--- src/rtl/shift_add_mul_pkg.sv ---
// Shared ALU package: FSM state encodings and the common ALU operand width.
package shift_add_mul_pkg;

  localparam int ALU_WIDTH = 8;

  typedef enum logic [1:0] {
    ST_IDLE = 2'd0,
    ST_RUN  = 2'd1,
    ST_DONE = 2'd2
  } state_e;

endpackage

--- src/rtl/shift_add_mul_step.sv ---
// One shift-add step of the sequential multiplier:
// acc_next = acc + (bit ? a << shamt : 0), computed at 2*WIDTH bits.
module shift_add_step
  import shift_add_mul_pkg::*;
#(
  parameter int WIDTH = ALU_WIDTH,
  parameter int CW    = $clog2(WIDTH)
) (
  input  logic [2*WIDTH-1:0] acc_i,
  input  logic [WIDTH-1:0]   a_i,
  input  logic               bit_i,
  input  logic [CW-1:0]      shamt_i,
  output logic [2*WIDTH-1:0] acc_next_o
);

  logic [2*WIDTH-1:0] a_ext;
  logic [2*WIDTH-1:0] addend;

  assign a_ext  = {{WIDTH{1'b0}}, a_i};
  assign addend = bit_i ? (a_ext << shamt_i) : '0;

  assign acc_next_o = acc_i + addend;

endmodule

--- src/rtl/shift_add_mul.sv ---
// Sequential unsigned multiplier, one multiplier bit per cycle,
// with start/busy/done handshake and a registered product.
module shift_add_mul
  import shift_add_mul_pkg::*;
#(
  parameter int WIDTH = ALU_WIDTH
) (
  input  logic               clk,
  input  logic               rst,
  input  logic               start,
  input  logic [WIDTH-1:0]   a,
  input  logic [WIDTH-1:0]   b,
  output logic               busy,
  output logic               done,
  output logic [2*WIDTH-1:0] product,
  output logic               zero
);

  localparam int CW = $clog2(WIDTH);
  localparam int PW = 2 * WIDTH;
  localparam logic [CW-1:0] CNT_LAST = CW'(WIDTH - 1);

  state_e          state_q, state_d;
  logic [WIDTH-1:0] a_q, a_d;
  logic [WIDTH-1:0] b_q, b_d;
  logic [PW-1:0]    acc_q, acc_d;
  logic [CW-1:0]    cnt_q, cnt_d;
  logic [PW-1:0]    prod_q, prod_d;
  logic             zero_q, zero_d;
  logic [PW-1:0]    step;

  shift_add_step #(
    .WIDTH (WIDTH),
    .CW    (CW)
  ) u_step (
    .acc_i      (acc_q),
    .a_i        (a_q),
    .bit_i      (b_q[cnt_q]),
    .shamt_i    (cnt_q),
    .acc_next_o (step)
  );

  always_ff @(posedge clk or posedge rst) begin
    if (rst) begin
      state_q <= ST_IDLE;
      a_q     <= '0;
      b_q     <= '0;
      acc_q   <= '0;
      cnt_q   <= '0;
      prod_q  <= '0;
      zero_q  <= 1'b1;
    end else begin
      state_q <= state_d;
      a_q     <= a_d;
      b_q     <= b_d;
      acc_q   <= acc_d;
      cnt_q   <= cnt_d;
      prod_q  <= prod_d;
      zero_q  <= zero_d;
    end
  end

  always_comb begin
    state_d = state_q;
    a_d     = a_q;
    b_d     = b_q;
    acc_d   = acc_q;
    cnt_d   = cnt_q;
    prod_d  = prod_q;
    zero_d  = zero_q;
    unique case (state_q)
      ST_IDLE, ST_DONE: begin
        state_d = ST_IDLE;
        if (start) begin
          a_d     = a;
          b_d     = b;
          acc_d   = '0;
          cnt_d   = '0;
          state_d = ST_RUN;
        end
      end
      ST_RUN: begin
        acc_d = step;
        cnt_d = cnt_q + CW'(1);
        // Last step bypasses acc so the product lands on the same edge.
        if (cnt_q == CNT_LAST) begin
          prod_d  = step;
          zero_d  = (step == '0);
          state_d = ST_DONE;
        end
      end
      default: state_d = ST_IDLE;
    endcase
  end

  assign busy    = (state_q == ST_RUN);
  assign done    = (state_q == ST_DONE);
  assign product = prod_q;
  assign zero    = zero_q;

endmodule
--- config.mk ---
export PLATFORM = sky130hd
export DESIGN_NAME = shift_add_mul
export DESIGN_NICKNAME = d
export VERILOG_FILES = /design/src/rtl/shift_add_mul_pkg.sv /design/src/rtl/shift_add_mul_step.sv /design/src/rtl/shift_add_mul.sv
export SDC_FILE = /design/constraint.sdc
export NUM_CORES = 1
export LEC_CHECK = 0
export CORE_MARGIN = 3
export CORE_UTILIZATION = 54
export DETAILED_ROUTE_END_ITERATION = 8
export PLACE_DENSITY = 0.86
export SKIP_CTS_REPAIR_TIMING = 1
export SLEW_MARGIN = 20
export SYNTH_ARGS = -nofsm -noshare
export SYNTH_HDL_FRONTEND = slang
export SYNTH_HIERARCHICAL = 1
export SYNTH_SLANG_ARGS = --single-unit
--- constraint.sdc ---
create_clock -name clk -period 4.5 [get_ports clk]
set_input_delay 0.9 -clock clk [delete_from_list [all_inputs] [get_ports clk]]
set_output_delay 0.9 -clock clk [all_outputs]
set_load 0.005 [all_outputs]
==> results.rst <==
.. list-table::
   :header-rows: 1

   * - Metric
     - Value
   * - Final setup violation count
     - 0
   * - Final clock period utilization by the worst path
     - about nine tenths
   * - N_diodes
     - 0
   * - Cell at the root of the clock tree
     - sky130_fd_sc_hd__clkbuf_8
   * - CTS HTree Levels
     - 2
   * - Max-slew violation count
     - 0
   * - Element type at the critical path end
     - register
   * - Netlist area before placement
     - 3270 µm²
   * - Starting density of the core
     - between 50% and 60%
   * - Count of flip-flops with a built-in enable after synthesis
     - 0
   * - Total number of nets in the final design
     - about 370
   * - Setup repair after global routing missed its margin
     - no
   * - Share of the yosys chip area belonging to registers
     - around 41%
   * - Port Buffers
     - 37
   * - DRC errors left
     - 0
   * - Post-synthesis to final-layout area growth
     - 15.1%
   * - Internal Dissipation
     - 1830 µW
   * - Top cell type's share of synthesized area
     - between 40% and 50%
   * - Post-layout utilization of the core
     - between 60% and 70%
   * - Final routed wirelength across all metal layers
     - around 7000 µm
   * - TritonCTS clock tree
     - built
   * - Sequential share of power
     - 28.4%
   * - Gpl congestion
     - approximately 0.87
   * - Worst Path Class, Setup
     - register to register
   * - Top area cells in the synthesized netlist
     - sky130_fd_sc_hd__dfrtp_1 (41%), sky130_fd_sc_hd__mux2_2 (13%), sky130_fd_sc_hd__ha_1 (6.5%), sky130_fd_sc_hd__a22o_1 (4.8%), sky130_fd_sc_hd__mux2i_1 (3.1%)
   * - Global-route wire length before repair
     - about 12000 µm
   * - Die Area
     - approximately 7000 µm²
   * - Power share of the clock group
     - ~8.8%
   * - Remaining number of nets flagged by the antenna check after routing
     - 0
   * - Met2 global-route usage
     - around a third
   * - Register bit count reported by yosys
     - 54
   * - Setup_tns
     - 0 ns
   * - Insertion delay of the later-clocked pin in the worst-skew pair
     - 0.31 ns
   * - Status
     - finished, final reports clean
   * - Met1 Use GR
     - about 27%
   * - Critical Path Max Stage Delay
     - 0.74 ns
   * - Actual slew at the worst max-slew pin
     - 0.959 ns
   * - Net count of the mapped netlist
     - 335
   * - Via count of the first global-routing pass
     - around 2500
   * - Length of the first detailed-routing pass in iterations
     - 4
   * - Cell Rows
     - 27
   * - Die Wd
     - between 80 and 90 µm
   * - Gate count after technology mapping
     - about 300
   * - Area of the core region
     - approximately 5700 µm²
   * - CP startpoint kind
     - register
   * - Number of distinct library cells after synthesis
     - between 50 and 60
   * - Grt met3 use
     - around 3.5%
   * - Number of fillers in the final layout
     - approximately 470
   * - Die extent in y
     - about 84 µm
   * - List of cells traversed by the critical path
     - mux4_1 -> mux2_2 -> nand2b_1 -> or3_1 -> inv_1 -> ha_1 -> a211oi_2 -> o31ai_4 -> o211ai_1 -> a211o_1 -> o311ai_1 -> nor4_1 -> nand4_1 -> o21ai_0
   * - Largest net degree at the start of global routing
     - 55
   * - Maximum frequency from static timing analysis
     - about 240 MHz
   * - Via density per instance
     - between 6 and 7
   * - Combinational group share of total power
     - a little over three fifths
   * - Master of the slowest instance on the critical path
     - sky130_fd_sc_hd__dfrtp_1
   * - Average footprint of a synthesized cell
     - between 10 and 15 µm²
   * - CP max FO
     - 19
   * - Wirelength per Cell
     - around 17 µm
   * - Max IR drop VDD
     - roughly 0.00049 V
   * - Longest Clk Path Bufs
     - 2
   * - Slew Limit Headroom
     - 35.9%
   * - Fraction of layout instances using a drive strength above 1
     - roughly 17%
   * - Critical path data arrival time
     - ~4.4 ns
   * - Total number of vias
     - approximately 2400
   * - Switching power as a share of total power
     - 43.9%
   * - Maxcap violations
     - 0
   * - Post-synthesis async set-or-reset flop share
     - 100%
   * - Number of antenna violations at the first check in global routing
     - 0
   * - Hpwl dp
     - ~5000 µm
   * - Overflow left after global routing
     - 0
   * - Power spent charging and discharging nets
     - around 1400 µW
   * - Clock transition at the registers of the reported paths
     - roughly 0.10 ns
   * - Total clock buffers created by CTS
     - 5
   * - Detailed router's first-iteration violation count
     - between 150 and 200
   * - Worst clock skew
     - between 0.004 and 0.005 ns
   * - Worst hold path class
     - register to register
   * - Total number of yosys warnings
     - 6
   * - Overall Global Routing Usage
     - between 20 and 25%
   * - CTS sink cnt
     - 54
   * - Endpoints failing hold
     - 0
   * - Pleak
     - around 0.0017 µW
   * - I/O pin count
     - 38
   * - Min Clock Period, post-route
     - 4.13 ns
   * - Power per cell area
     - ~860 nW/µm²
   * - Critical path required time
     - about 4.7 ns
   * - Global routing's busiest layer
     - met2
   * - Most area-hungry cell type in the Yosys netlist
     - sky130_fd_sc_hd__dfrtp_1
   * - Post-synth top flop
     - sky130_fd_sc_hd__dfrtp_1
critical path, delay by kind of cell (launching register included):
| family | cells | cell delay, ns |
|---|---|---|
| AO/OA/AOI/OAI | 6 | 1.16 |
| multiplexers | 2 | 0.98 |
| AND/OR/NAND/NOR | 4 | 0.79 |
| flip-flops | 1 | 0.74 |
| adder cells (fa/ha/maj) | 1 | 0.31 |
| buffers and inverters | 1 | 0.05 |
cells in the final DEF, fill, tap and decap left out, drive strengths merged, types with 5 or more instances in the layout:
cell type,n
clkbuf,6
a21oi,18
nand2,15
mux2i,10
clkdlybuf4s50,37
dfrtp,53
and2,5
o21ai,11
mux2,38
nand2b,6
a22o,18
xnor2,7
ha,17
inv,12
nor2,20
area by class of cell:
class                      instances  area, µm²  area share [%]
clock inverter                     2       12.5           0.332
sequential                        54       1350            35.9
tap                               72       90.1            2.39
clock buffer                       6       82.6            2.19
timing repair buffer              38        378            10.0
multi-input combinational        219       1800            47.8
inverter                          13       50.0            1.33
cells by family after synthesis:
group | count (synthesis) | synth area share (%)
and+or+nand+nor | 66 | 10.6
xor gates and xnor gates | 11 | 2.94
DFF | 54 | 41.3
AOI/OAI and AO/OA | 74 | 16.6
buffers and inverters | 25 | 3.67
muxes | 50 | 17.7
adders and majority gates | 18 | 7.11
stage by stage:
stage	hold slack [ns]	worst slack, ns	power (µW)	std cells	area [µm²]
floorplan	0.466	1.22	2430	298	3270
global placement	0.480	0.647	2870	396	3670
detailed placement	0.489	0.388	2950	396	3670
CTS	0.507	0.399	3250	404	3760
global route	0.524	0.0363	3500	404	3760
finish	0.507	0.373	3250	404	3760
sequential cells by signal, indices dropped and copies added (netlist names):
name,count
a_q,8
acc_q,16
b_q,8
cnt_q,3
product,16
state_q,2
zero,1
per-layer routing:
metal	up-vias	share of wire, %
li1	1160	-
met1	1210	46
met2	53	49
met3	12	3.1
met4	0	2.0
met5	-	0
Yosys cell counts, types with 4 or more instances:
library cell	n
sky130_fd_sc_hd__a21oi_1	17
sky130_fd_sc_hd__xor2_1	4
sky130_fd_sc_hd__nor4_1	4
sky130_fd_sc_hd__dfrtp_1	53
sky130_fd_sc_hd__nand2b_1	5
sky130_fd_sc_hd__nor2_1	19
sky130_fd_sc_hd__a22o_1	18
sky130_fd_sc_hd__nor2b_1	4
sky130_fd_sc_hd__mux2i_1	10
sky130_fd_sc_hd__buf_2	6
sky130_fd_sc_hd__nand2_1	14
sky130_fd_sc_hd__mux2_2	37
sky130_fd_sc_hd__o21ai_0	7
sky130_fd_sc_hd__xnor2_1	7
sky130_fd_sc_hd__ha_1	17
sky130_fd_sc_hd__and2_1	4
sky130_fd_sc_hd__inv_1	13
power by group through the flow:
stage / combinational [µW] / clock [µW] / sequential, µW
2_1_floorplan: 1580 / 0 / 846
3_3_place_gp: 1950 / 0 / 923
3_5_place_dp: 2020 / 0 / 932
4_1_cts: 2030 / 297 / 924
5_1_grt: 2220 / 317 / 960
6_report: 2040 / 288 / 923
final timing paths:
| path | cells after the start | slack (ns) | end | start |
|---|---|---|---|---|
| worst max-delay path | 14 | 0.37 | zero | cnt_q[0] |
| worst min-delay path | 2 | 0.51 | zero | zero |
| worst max register to register | 14 | 0.37 | zero | cnt_q[0] |
| worst min register to register | 2 | 0.51 | zero | zero |
| max in group asynchronous | 2 | 2.85 | acc_q[4] | rst |
| min in group asynchronous | 2 | 1.08 | state_q[1] | rst |
No activity file was read; power rests on OpenSTA's default activity.
==> variant, RTL diff (config.mk and constraints unchanged) <==
Make the reset (`rst`) synchronous in one clocked block.
--- a/src/rtl/shift_add_mul.sv
+++ b/src/rtl/shift_add_mul.sv
@@ -41,5 +41,5 @@
   );
 
-  always_ff @(posedge clk or posedge rst) begin
+  always_ff @(posedge clk) begin
     if (rst) begin
       state_q <= ST_IDLE;
Formal check against the unedited RTL: differs if rst is asserted again (counterexample within 4 cycles, from zero or initial values and one cycle with rst high); with rst held inactive, the same outputs for 4 cycles.
==> variant against the original RTL <==
- cell area fell by 3.9%
- count of clock-buffer cells in the layout did not move
- routed wire length rose by 4.4%
- area after synthesis fell by 2.6%
- synthesized cell count rose by 39%
- sequential cell count did not move
- clock skew rose by 0.0016 ns
- hold slack got worse by 0.050 ns
- core utilization fell by 1.8 points
- setup slack improved by 0.30 ns
- sequential share of layout area fell by 6.1 points
- largest cell class unchanged
Power is left out: it rests on default switching activity, and per cell area and clock period it moved more than threefold.
==> variant: results <==
group,metric,value,unit
critical_path,critical_path.slowest_cell,"dfxtp_1",
route,dr_wl_met3,300,µm
synth,synthDistinctLibCells,52,
synth,ys_seq_area_share,33.9,%
critical_path,crit_family,"compound AO/OA/AOI/OAI gates",
synth,netlist_top_cells_count,"nand2_1 (95), a21oi_1 (69), dfxtp_1 (54)",
route,drcViolationCount,0,
worst_hold_path,hold_class,"register to register",
route,dr_wl_met2,3600,µm
route,wirelength_met1,3220,µm
global_route,grt_pass1_wl,12200,µm
synth,ys.flop_type,"dfxtp_1",
placed_design,hpwl,5330,µm
route,avgRoutedWirePerCell,14.2,µm
synth,async_reset_ff_share,0,%
critical_path,slowest_delay,0.78,ns
global_route,antenna_found_initial,0,
critical_path,critPathArrivalTime,4.05,ns
global_route,grt_usage,20.7,%
final_layout,drive_gt1_share,5.29,%
route,vias,2956,
route,drt_first_pass_iters,5,
route,drt_iter0_drc,231,
synth,yosys-top-cells-area,"dfxtp_1 (34%), nand2_1 (11%), a21oi_1 (11%), ha_1 (6.7%), nand3_1 (3.5%)",
synth,synth_nets,450,
placed_design,gp_congestion,0.940,
placed_design,port_buffers,37,
timing,fin_skew,0.00611,ns
synth,yosysWarnings,6,
run_status,outcome,"completed",
clocking,clkLatencyLatePin,0.30,ns
flow_run,cap_violations,0,
global_route,grt_pass1_vias,2733,
clocking,cts-root-buf,"clkbuf_8",
route,top_layer,"met4",
final_layout,nets,472,
clocking,cts_buffer_depth,2,
clocking,cts_buffers,5,
timing,worst_pin_slew,0.958,ns
placed_design,pre_cts_slack,0.722,ns
critical_path,crit_fanout,18,
final_layout,insertedDiodeCount,0,
clocking,clk_pin_slew,0.09,ns
global_route,grt_max_degree,55,
clocking,htree_num_levels,2,
-- variant: cell types whose count changed in the layout (fill, tap and decap cells not counted), moves of 3 or more --
cell / before / now
nand2b_1: 5 / 8
mux2_2: 37 / 4
nand2_1: 14 / 95
a21oi_1: 17 / 69
a22o_1: 18 / 0
dfxtp_1: 0 / 54
nand3_1: 3 / 22
dfrtp_1: 53 / 0
-- variant: metal layers --
layer  GRT usage [%]  up-vias
li1                -     1473
met1            26.7     1386
met2            35.6       86
met3            3.08       11
met4            6.39        0
met5               0        -
-- variant: final timing paths --
path | endpoint | startpoint | cells after the start | slack [ns]
setup / recovery | zero | cnt_q[1] | 14 | 0.67
setup reg to reg | zero | cnt_q[1] | 14 | 0.67
hold reg to reg | product[12] | product[12] | 2 | 0.46
hold / removal | product[12] | product[12] | 2 | 0.46
-- variant: cell type report --
type / instances / area, µm²
fillers: 509 / 1990
multi-input cells: 324 / 1950
flip-flops and latches: 54 / 1080
repair buffers: 39 / 380
well taps: 72 / 90.1
clock buffers: 6 / 72.6
inverters: 11 / 41.3
clock inverters: 1 / 7.51
-- variant: metrics by stage --
step	cell area, µm²	util, %	cells
3_5_place_dp	3540	63.1	500
4_1_cts	3620	64.5	507
3_3_place_gp	3540	63.1	500
6_report	3620	64.5	507
2_1_floorplan	3190	-	413
5_1_grt	3620	64.5	507
-- variant: cells by family (layout without fill, tap and decap cells) --
kind of cell             count (synthesis)  after routing  share of synthesized area (%)
multiplexers                            17             17                           6.56
XOR/XNOR                                11             11                           3.02
buffers and inverters                   35             57                           5.03
flip-flops                              54             54                           33.9
AO/OA/AOI/OAI                          108            108                           20.3
adder cells (fa/ha/maj)                 18             18                           7.30
AND/OR/NAND/NOR                        170            170                           23.9
